$ cat src/rtl/apb_mem_bridge.sv
`default_nettype none
// ----------------------------------------------------------------------------
// Module   : apb_mem_bridge
// Purpose  : APB slave turning transfers into single-word memory accesses,
//            with decode/alignment errors and an optional access timeout
//            enabled by the macro APB_BRIDGE_TIMEOUT_EN.
// Revision : 1.0
// ----------------------------------------------------------------------------
module apb_mem_bridge #(
  parameter int ADDR_WIDTH     = 32,
  parameter int DATA_WIDTH     = 32,
  parameter int MEM_DEPTH      = 64,
  parameter int TIMEOUT_CYCLES = 16
) (
  input  logic                  clk,
  input  logic                  reset_n,
  input  logic                  psel,
  input  logic                  penable,
  input  logic                  pwrite,
  input  logic [ADDR_WIDTH-1:0] paddr,
  input  logic [DATA_WIDTH-1:0] pwdata,
  output logic [DATA_WIDTH-1:0] prdata,
  output logic                  pready,
  output logic                  pslverr,
  output logic                  mem_en,
  output logic                  mem_wr_rd,
  output logic [ADDR_WIDTH-1:0] mem_address,
  output logic [DATA_WIDTH-1:0] mem_write_data,
  input  logic [DATA_WIDTH-1:0] mem_read_data,
  input  logic                  mem_data_ready
);

  localparam int C_ADDR_LSB = $clog2(DATA_WIDTH / 8);
  localparam logic [ADDR_WIDTH-1:0] C_DEPTH = ADDR_WIDTH'(MEM_DEPTH);

  localparam logic [1:0] C_IDLE = 2'd0;
  localparam logic [1:0] C_MEM  = 2'd1;
  localparam logic [1:0] C_RESP = 2'd2;
  localparam logic [1:0] C_ERR  = 2'd3;

  logic [1:0]            r_state;
  logic [1:0]            w_state_nxt;
  logic [ADDR_WIDTH-1:0] w_index;
  logic                  w_misaligned;
  logic                  w_setup;
  logic                  w_decode_err;
  logic                  w_timeout;

  logic [DATA_WIDTH-1:0] w_prdata_nxt;
  logic                  w_pready_nxt;
  logic                  w_pslverr_nxt;
  logic                  w_mem_en_nxt;
  logic                  w_mem_wr_rd_nxt;
  logic [ADDR_WIDTH-1:0] w_mem_address_nxt;
  logic [DATA_WIDTH-1:0] w_mem_write_data_nxt;

  assign w_index = paddr >> C_ADDR_LSB;
  assign w_setup = psel && !penable;

  generate
    if (C_ADDR_LSB > 0) begin : g_align_chk
      assign w_misaligned = |paddr[C_ADDR_LSB-1:0];
    end else begin : g_no_align_chk
      assign w_misaligned = 1'b0;
    end
  endgenerate

  assign w_decode_err = w_misaligned || (w_index >= C_DEPTH);

`ifdef APB_BRIDGE_TIMEOUT_EN
  localparam int C_CNT_W = $clog2(TIMEOUT_CYCLES + 1);
  localparam logic [C_CNT_W-1:0] C_CNT_LAST = C_CNT_W'(TIMEOUT_CYCLES - 1);

  logic [C_CNT_W-1:0] r_cnt;
  logic [C_CNT_W-1:0] w_cnt_nxt;

  // The stall that would bring the count to TIMEOUT_CYCLES ends the access.
  assign w_timeout = !mem_data_ready && (r_cnt == C_CNT_LAST);

  // Held at zero outside MEM, so every MEM visit starts from a clean count.
  always_comb begin
    w_cnt_nxt = '0;
    if (r_state == C_MEM && !mem_data_ready) begin
      w_cnt_nxt = r_cnt + 1'b1;
    end
  end

  always_ff @(posedge clk) begin
    if (!reset_n) begin
      r_cnt <= '0;
    end else begin
      r_cnt <= w_cnt_nxt;
    end
  end
`else
  logic w_unused_timeout;
  assign w_unused_timeout = (TIMEOUT_CYCLES != 0);
  assign w_timeout        = 1'b0;
`endif

  always_ff @(posedge clk) begin
    if (!reset_n) begin
      r_state        <= C_IDLE;
      prdata         <= '0;
      pready         <= 1'b0;
      pslverr        <= 1'b0;
      mem_en         <= 1'b0;
      mem_wr_rd      <= 1'b0;
      mem_address    <= '0;
      mem_write_data <= '0;
    end else begin
      r_state        <= w_state_nxt;
      prdata         <= w_prdata_nxt;
      pready         <= w_pready_nxt;
      pslverr        <= w_pslverr_nxt;
      mem_en         <= w_mem_en_nxt;
      mem_wr_rd      <= w_mem_wr_rd_nxt;
      mem_address    <= w_mem_address_nxt;
      mem_write_data <= w_mem_write_data_nxt;
    end
  end

  always_comb begin
    w_state_nxt = r_state;
    case (r_state)
      C_IDLE: begin
        if (w_setup) begin
          w_state_nxt = w_decode_err ? C_ERR : C_MEM;
        end
      end
      C_MEM: begin
        if (!psel) begin
          w_state_nxt = C_IDLE;
        end else if (mem_data_ready) begin
          w_state_nxt = C_RESP;
        end else if (w_timeout) begin
          w_state_nxt = C_ERR;
        end
      end
      C_RESP:  w_state_nxt = C_IDLE;
      C_ERR:   w_state_nxt = C_IDLE;
      default: w_state_nxt = C_IDLE;
    endcase
  end

  // Next values of the registered outputs; pready is a single-cycle pulse.
  always_comb begin
    w_prdata_nxt         = prdata;
    w_pready_nxt         = 1'b0;
    w_pslverr_nxt        = 1'b0;
    w_mem_en_nxt         = mem_en;
    w_mem_wr_rd_nxt      = mem_wr_rd;
    w_mem_address_nxt    = mem_address;
    w_mem_write_data_nxt = mem_write_data;
    case (r_state)
      C_IDLE: begin
        w_mem_en_nxt = 1'b0;
        if (w_setup) begin
          if (w_decode_err) begin
            w_pready_nxt  = 1'b1;
            w_pslverr_nxt = 1'b1;
            w_prdata_nxt  = '0;
          end else begin
            w_mem_en_nxt         = 1'b1;
            w_mem_wr_rd_nxt      = pwrite;
            w_mem_address_nxt    = w_index;
            w_mem_write_data_nxt = pwdata;
          end
        end
      end
      C_MEM: begin
        if (!psel) begin
          w_mem_en_nxt = 1'b0;
        end else if (mem_data_ready) begin
          w_mem_en_nxt = 1'b0;
          w_pready_nxt = 1'b1;
          if (!mem_wr_rd) begin
            w_prdata_nxt = mem_read_data;
          end
        end else if (w_timeout) begin
          w_mem_en_nxt  = 1'b0;
          w_pready_nxt  = 1'b1;
          w_pslverr_nxt = 1'b1;
          w_prdata_nxt  = '0;
        end
      end
      default: w_mem_en_nxt = 1'b0;
    endcase
  end

endmodule
`default_nettype wire

$ cat config.mk
export PLATFORM = sky130hd
export DESIGN_NAME = apb_mem_bridge
export DESIGN_NICKNAME = d
export VERILOG_FILES = /design/src/rtl/apb_mem_bridge.sv
export SDC_FILE = /design/constraint.sdc
export NUM_CORES = 1
export LEC_CHECK = 0
export CAP_MARGIN = 30
export CELL_PAD_IN_SITES_DETAIL_PLACEMENT = 1
export CELL_PAD_IN_SITES_GLOBAL_PLACEMENT = 1
export CORE_MARGIN = 5
export CORE_UTILIZATION = 29
export DETAILED_ROUTE_END_ITERATION = 16
export PLACE_DENSITY_LB_ADDON = 0.1
export SLEW_MARGIN = 20
export SYNTH_ARGS = -nofsm -noshare
export SYNTH_HDL_FRONTEND = slang
export SYNTH_SLANG_ARGS = --single-unit
$ cat constraint.sdc
create_clock -name clk -period 4.63 [get_ports clk]
set_clock_uncertainty 0.2 [all_clocks]
set_input_delay 1.1575 -clock clk [delete_from_list [all_inputs] [get_ports clk]]
set_output_delay 1.1575 -clock clk [all_outputs]
set_load 0.1 [all_outputs]
==> flow_summary.ini, run 1 <==
[power]
power_uw = 1800
powerDensity_mw_per_mm2 = 297
ir_worst_vdd_mv = 0.141
power.leakage_uw = 0.00219

[critical_path]
crit_slowest_cell = nand3_1
worstPathCellList = clkdlybuf4s50_1 > nor4_1 > and4_1 > nand3_1 > and3_1
critPathArrivalTime_ns = 3.36
r2r-end = mem_address[26]
r2r_slack_ns = 2.40
critPathRequiredTime_ns = 4.66
critPathKind = in2reg
cp_slowest_stage_delay_ns = 0.57
rr_startpoint = r_state[0]
r2r_cells = 3
crit_fanout = 25
cp-end-kind = register
critPathLaunchType = input port

[drt]
wl_met2_um = 5840
drtPass1Iterations = 4
viasPerCell = 4.53
wl_met1_um = 4660
post_drt_wl_per_cell_um = 16.4
drc = 0
num_vias = 3308
met3WireLength_um = 1300
drt_iter0_markers = 103
highest_layer = met4
routed_wl_um = 12000
drtAntennaViolNets = 0

[synthesis]
ys.flop_type = dfxtp_1
ys_top_cells_by_area = dfxtp_1 56%, nand2_1 12%, mux2i_1 11%
synth_async_sr_flop_share = 0
syn_inst = 368
syn_area_per_cell_um2 = 9.76
netlist_area_mm2 = 0.00359
synth_top_area_share = 0.557
ys_ff_latch = 100
synthDistinctLibCells = 31
yosysSeqAreaShare = 0.557
yosysTopAreaCell = dfxtp_1
synth_edf_count = 0
ys_warn_count = 0

[cells_and_area]
design_area_mm2 = 0.00606
final_common_cell = clkdlybuf4s50_1
num-nets-final = 659
diodes = 0
fin_cells = 730
seq_area_mm2 = 0.00200
area_growth_pct = 68.6
final_layout_size_suffix_gt1_frac = 0.0516
fillCellCount = 1340
multi_input_area_mm2 = 0.00146
most-common-layout-cells = 198 x clkdlybuf4s50_1, 112 x nand2_1, 100 x dfxtp_1

[timing]
holdWs_ns = 0.249
finalSetupViolations = 0
fin_setup_tns_ns = 0
clock.fmax_ghz = 0.301
worstMarginPinSlew_ns = 1.02
timing.slew.headroom = 0.319
finalCritPeriodShare = 0.718
rsz0062_at_grt = false
drv_slew = 0
hold_viol_final = 0
finalCriticalPeriod_ns = 3.32

[clock_network]
cts.hold.buffers_added = 0
cts_tree = built
cts.sinks = 100
cts.path.max_buffers = 2
insertion_delay_ns = 0.34
cts_buffers = 9
post_cts_buffers = 0
cts_max_level = 3
clk_pin_slew_worst_paths_ns = 0.07
cts.repair.resized = 0
cts-root-buf = clkbuf_16

[global_routing]
grt_max_degree = 82
antenna_found_initial = 0
grt_usage = 0.161
grt_pass1_wl_um = 18400
overflow = 0
grt_pass1_vias = 3573

[placed_design]
hpwl_um = 8930
dp.cells = 713
place_congestion = 0.789
placed_area_mm2 = 0.00573
portBuffers = 199

[die]
ios = 202
design.die.area_mm2 = 0.0147
design.core.area_mm2 = 0.0121
row_count = 40
die_w_um = 121
start_util = 0.298
die-height_um = 121

[run_status]
status = finished clean

[min_path]
hold_start = prdata[29]
holdPathStages = 2
hold_path_class = reg2reg
holdPathEnd = prdata[29]

[job]
maxCapViolations = 0
-- state kept, by name, summed over array words and instances (netlist names) --
signal,count
mem_address,30
mem_en,1
mem_wr_rd,1
mem_write_data,32
prdata,32
pready,1
pslverr,1
r_state,2
-- area by class of cell --
cell class	instances	area share
multi-input cells	239	0.241
flip-flops and latches	100	0.330
repair buffers	206	0.344
clock buffers	9	0.0372
clock inverters	7	0.0124
inverters	1	0.000619
well taps	168	0.0347
-- report_power, final --
part | internal [µW] | switching, µW
registers | 864 | 2.64
clock network | 423 | 338
logic | 90.4 | 82.4
-- cell usage after synthesis, drive strengths merged, types with 2 or more instances --
library cell / count
nand2: 112
dfxtp: 100
mux2i: 39
o2bb2ai: 32
and3: 25
clkbuf: 19
buf: 10
nor4: 6
nor2: 4
nand4: 2
o32ai: 2
-- cell families after synthesis --
logic type             share of synthesized area
buffers and inverters                     0.0411
and+or+nand+nor                            0.203
muxes                                      0.109
DFF                                        0.557
other                                    0.00104
AOI/OAI and AO/OA                         0.0895
-- through the flow --
| step | util | worst slack (ns) |
|---|---|---|
| 6_report | 0.502 | 1.31 |
| 4_1_cts | 0.500 | 1.29 |
| 3_5_place_dp | 0.475 | 0.927 |
| 5_1_grt | 0.502 | 1.13 |
| 2_1_floorplan | - | 2.10 |
| 3_3_place_gp | 0.473 | 0.949 |
-- how the worst max path moves through the flow --
stage	from	end	slack [ns]
floorplan	paddr[26]	mem_address[0]	2.10
global placement	paddr[20]	mem_address[8]	0.95
detailed placement	paddr[20]	mem_address[28]	0.93
CTS	paddr[20]	mem_address[25]	1.29
global route	paddr[20]	mem_address[21]	1.13
finish	paddr[20]	mem_address[26]	1.31
-- per-layer routing --
metal	vias to the layer above	GRT usage
met2	135	0.276
met4	0	0.0623
met5	-	0
li1	1627	-
met1	1532	0.173
met3	14	0.0723
-- critical path, delay by kind of cell --
kind                   cells  cell delay, ns
buffers and inverters      1            0.42
and+or+nand+nor            4            1.77
Power figures use the tool's default switching activity.
==> run 2: changes to the inputs <==
- CORE_UTILIZATION: 29 -> 25
- clock period: 4.63 -> 3 ns (I/O delays scaled with it)
==> run 2 against run 1 <==
  * Count of clock-buffer cells in the layout increased by 1
  * Critical path depth is 1 higher
  * Sequential share of layout area is 1.0 points higher
  * Via count is 1.1% lower
  * Highest routed layer unchanged
  * Non-clock buffer count grew 4
  * Clock power grew 51%
==> flow_summary.ini, run 2 (synthesis gave the netlist of run 1 again) <==
[run_status]
status = finished clean

[timing]
finalCritPeriodShare = 0.794
holdWs_ns = 0.250
rsz0062_at_grt = false
hold_viol_final = 0
finalSetupViolations = 0
fin_setup_tns_ns = 0
finalCriticalPeriod_ns = 2.38
clock.fmax_ghz = 0.420
drv_slew = 0

[die]
die-height_um = 130
row_count = 43
design.die.area_mm2 = 0.0169
design.core.area_mm2 = 0.0140
die_w_um = 130
ios = 202
start_util = 0.257

[clock_network]
insertion_delay_ns = 0.34
cts-root-buf = clkbuf_16
cts_max_level = 3
cts.repair.resized = 0
cts.path.max_buffers = 2
cts.hold.buffers_added = 0
post_cts_buffers = 0
cts_buffers = 9
clk_pin_slew_worst_paths_ns = 0.06
cts.sinks = 100
cts_tree = built

[global_routing]
gr-usage-met2 = 0.225
gr-usage-met1 = 0.159
overflow = 0
grt_pass1_vias = 3607
antenna_found_initial = 0
grt_pass1_wl_um = 18300
grt_max_degree = 73
grt-busiest-layer = met2
grt_usage = 0.138
met3_usage = 0.0655

[placed_design]
place_congestion = 0.752
portBuffers = 199
hpwl_um = 8970

[critical_path]
r2r-end = mem_address[2]
crit_slowest_cell = clkdlybuf4s50_1
worstPathCellList = clkdlybuf4s50_1 > nor4b_2 > nand4_1 > nor2_4 > buf_12 > mux2i_1
cp-end-kind = register
critPathLaunchType = input port
critPathKind = in2reg
critPathArrivalTime_ns = 2.44
crit_start = psel
crit_fanout = 22
rr_startpoint = r_state[0]
critPathRequiredTime_ns = 3.06
cp_slowest_stage_delay_ns = 0.50
r2r_cells = 5
r2r_slack_ns = 1.07

[cells_and_area]
final_common_cell = nand2_1
area_growth_pct = 63.5
most-common-layout-cells = 112 x nand2_1, 105 x buf_4, 100 x clkdlybuf4s50_1, 100 x dfxtp_1, 39 x mux2i_1
reg_top3 = mem_write_data (32), prdata (32), mem_address (30)
diodes = 0
fillCellCount = 1604
final_layout_size_suffix_gt1_frac = 0.230
num-nets-final = 663

[drt]
drc = 0
routed_wl_um = 11800
drtPass1Iterations = 4
drtAntennaViolNets = 0
num_vias = 3270
drt_iter0_markers = 110
post_drt_wl_per_cell_um = 15.9
viasPerCell = 4.38

[min_path]
holdPathStages = 2
hold_start = prdata[10]
hold_path_class = reg2reg
holdPathEnd = prdata[10]

[power]
power_uw = 2760
power.leakage_uw = 0.00241
powerDensity_mw_per_mm2 = 470
ir_worst_vdd_mv = 0.257

[job]
maxCapViolations = 0
[run 2: changes by cell type in the layout (fill, tap and decap cells not counted)]
| cell | delta |
|---|---|
| buf_12 | +5 |
| buf_16 | -2 |
| buf_4 | +99 |
| clkbuf_1 | +1 |
| clkdlybuf4s50_1 | -98 |
| clkinvlp_4 | +1 |
| inv_6 | -2 |
[run 2: critical path, delay by kind of cell]
family | cells | cell delay (ns)
AND/OR/NAND/NOR | 3 | 0.75
buffers and inverters | 2 | 0.72
multiplexers | 1 | 0.21
[run 2: cell type report]
cell class,instances,area [µm²],area share
timing repair buffer,210,1890,0.322
inverter,1,3.75,0.000639
multi-input combinational,239,1460,0.249
clock buffer,10,229,0.0390
tap,180,225,0.0383
sequential,100,2000,0.341
clock inverter,6,65.1,0.0111
[run 2: how the worst max path moves through the flow]
stage,cells past startpoint,endpoint
after detailed placement,6,mem_address[5]
after global routing,6,mem_address[29]
after global placement,6,mem_address[8]
after CTS,6,mem_address[2]
final,6,mem_address[2]
after floorplan,5,prdata[10]
[run 2: metrics by stage]
stage	std cells	util	setup slack (ns)	area [µm²]
final	746	0.420	0.618	5880
after floorplan	369	-	0.853	3600
after global placement	730	0.399	0.239	5580
after global routing	746	0.420	0.505	5880
after CTS	746	0.420	0.632	5880
after detailed placement	730	0.399	0.271	5580
[run 2: report_power, final]
group / internal (µW) / switching (µW)
Clock: 647 / 505
Sequential: 1330 / 4.29
Combinational: 144 / 129
[run 2: layer usage]
metal,wire length [µm],vias to the layer above
met3,1350,11
li1,-,1636
met2,5480,131
met4,177,0
met5,0,-
met1,4840,1492
==> run 3: changes to the inputs <==
- clock period: 3 -> 2 ns (I/O delays scaled with it)
==> run 3 against run 2 <==
  * Worst setup slack got worse by 0.53 ns
  * Global-route usage rose by 0.85 points
  * Wire length up 4.4%
  * Final area increased by 26%
  * First-iteration DRC count shrank 25%
  * Critical path type unchanged
  * Utilization grew 11 points
==> flow_summary.ini, run 3 (synthesis gave the netlist of run 1 again) <==
[job]
maxCapViolations = 0

[critical_path]
crit_fanout = 32
crit_slowest_cell = clkdlybuf4s50_1
critPathLaunchType = input port
cp_slowest_stage_delay_ns = 0.48
r2r_slack_ns = 0.16
crit_start = paddr[13]
r2r-end = mem_write_data[9]
r2r_cells = 8
critPathKind = in2reg
critPathArrivalTime_ns = 1.94
critPathRequiredTime_ns = 2.03
rr_startpoint = r_state[1]
critPathCapture = prdata[19]
worstPathCellList = clkdlybuf4s50_1 > nor4_2 > and3_1 > buf_4 > a31oi_2 > buf_12 > o2bb2ai_1
cp-end-kind = register

[cells_and_area]
num-nets-final = 677
most-common-layout-cells = 112 x nand2_1, 104 x buf_12, 98 x dfxtp_1
reg_top3 = mem_write_data (32), prdata (32), mem_address (30)
final_layout_size_suffix_gt1_frac = 0.271
diodes = 0
final_common_cell = nand2_1
area_growth_pct = 106

[clock_network]
cts.hold.buffers_added = 0
insertion_delay_ns = 0.34
cts_buffers = 9
cts_max_level = 3
cts.path.max_buffers = 2
clk_pin_slew_worst_paths_ns = 0.07
cts-root-buf = clkbuf_16
cts_tree = built
cts.sinks = 100

[drt]
viasPerCell = 4.48
routed_wl_um = 12400
post_drt_wl_per_cell_um = 16.3
num_vias = 3402
drtPass1Iterations = 4
drtAntennaViolNets = 0
drt_iter0_markers = 83
drc = 0

[die]
design.core.area_mm2 = 0.0140
ios = 202
start_util = 0.257
design.die.area_mm2 = 0.0169
die_w_um = 130
row_count = 43
die-height_um = 130

[global_routing]
grt_max_degree = 74
overflow = 0
grt_usage = 0.147
grt_pass1_wl_um = 19200
grt_pass1_vias = 3632
antenna_found_initial = 0

[power]
powerDensity_mw_per_mm2 = 617
p_sw_uw = 975
seq_power_share = 0.441
swShare = 0.214
ir_worst_vdd_mv = 0.420
intPower_uw = 3580
power_frac_clock = 0.464
p_comb_frac = 0.096
power.leakage_uw = 0.00285

[min_path]
hold_start = prdata[24]
hold_path_class = reg2reg

[timing]
finalCritPeriodShare = 0.958
setup_slack_ns = 0.0843
clock.fmax_ghz = 0.522
finalSetupViolations = 0
drv_slew = 0
finalCriticalPeriod_ns = 1.92
rsz0062_at_grt = false
hold_viol_final = 0
holdWs_ns = 0.285

[placed_design]
portBuffers = 199
place_congestion = 0.740
pre_cts_slack_ns = -0.531
hpwl_um = 9340

[run_status]
status = finished clean
==> run 3: cell types whose count changed in the layout (fill, tap and decap cells not counted), moves of 3 or more <==
cell | before | now
bufinv_16 | 1 | 4
nor4_1 | 6 | 0
dlygate4sd2_1 | 0 | 16
buf_4 | 105 | 15
clkdlybuf4s15_1 | 0 | 4
buf_16 | 0 | 3
clkdlybuf4s50_1 | 100 | 75
nor4_2 | 0 | 5
buf_12 | 5 | 104
==> run 3: timing repair <==
| item | 4_1_cts | 5_1_grt |
|---|---|---|
| gates cloned | 3 | 0 |
| endpoints found under the setup margin | 96 | 37 |
| resized for setup | 39 | 13 |
| pin swaps | 7 | 7 |
| setup buffers | 5 | 0 |
==> run 3: metrics by stage <==
step	TNS, ns	cells	instance area, µm²	power (µW)	utilization
global route	0	760	7390	4740	0.528
CTS	0	761	7390	4640	0.528
floorplan	0	369	3600	2210	-
detailed placement	-47.29	738	6870	2500	0.491
global placement	-44.99	738	6870	2500	0.491
finish	0	760	7390	4560	0.528
==> run 3: area by class of cell <==
class                           instances  area [µm²]
Fill cell                            1472        6600
Timing Repair Buffer                  224        3270
Sequential cell                       100        2000
Multi-Input combinational cell        239        1520
Clock buffer                           10         229
Tap cell                              180         225
Clock inverter                          6         134
Inverter                                1        3.75
==> run 3: routing by layer <==
metal  share of wire  global-route usage  up-vias  wire [µm]
li1                -                   -     1664          -
met1            0.41               0.176     1595       5130
met2            0.47               0.238      133       5840
met3            0.10              0.0589       10       1250
met4           0.012              0.0532        0        148
met5               0                   0        -          0
==> run 3: power by group through the flow <==
stage	registers, µW	clock network, µW	logic (µW)
3_5_place_dp	2060	0	447
4_1_cts	2010	2190	439
6_report	2010	2110	435
2_1_floorplan	2110	0	105
3_3_place_gp	2060	0	441
5_1_grt	2010	2270	464
==> run 3: worst min-delay path by stage <==
stage                 endpoint  slack (ns)  cells past startpoint
floorplan           r_state[0]        0.33                      2
global placement    prdata[15]        0.27                      2
detailed placement  prdata[24]        0.28                      2
CTS                 prdata[22]        0.29                      2
global route        prdata[26]        0.30                      2
finish              prdata[24]        0.28                      2
==> run 3: critical path: cells and delay by family <==
kind / cells / cell delay [ns]
compound gates: 2 / 0.31
buf+inv: 3 / 0.85
simple gates: 2 / 0.26
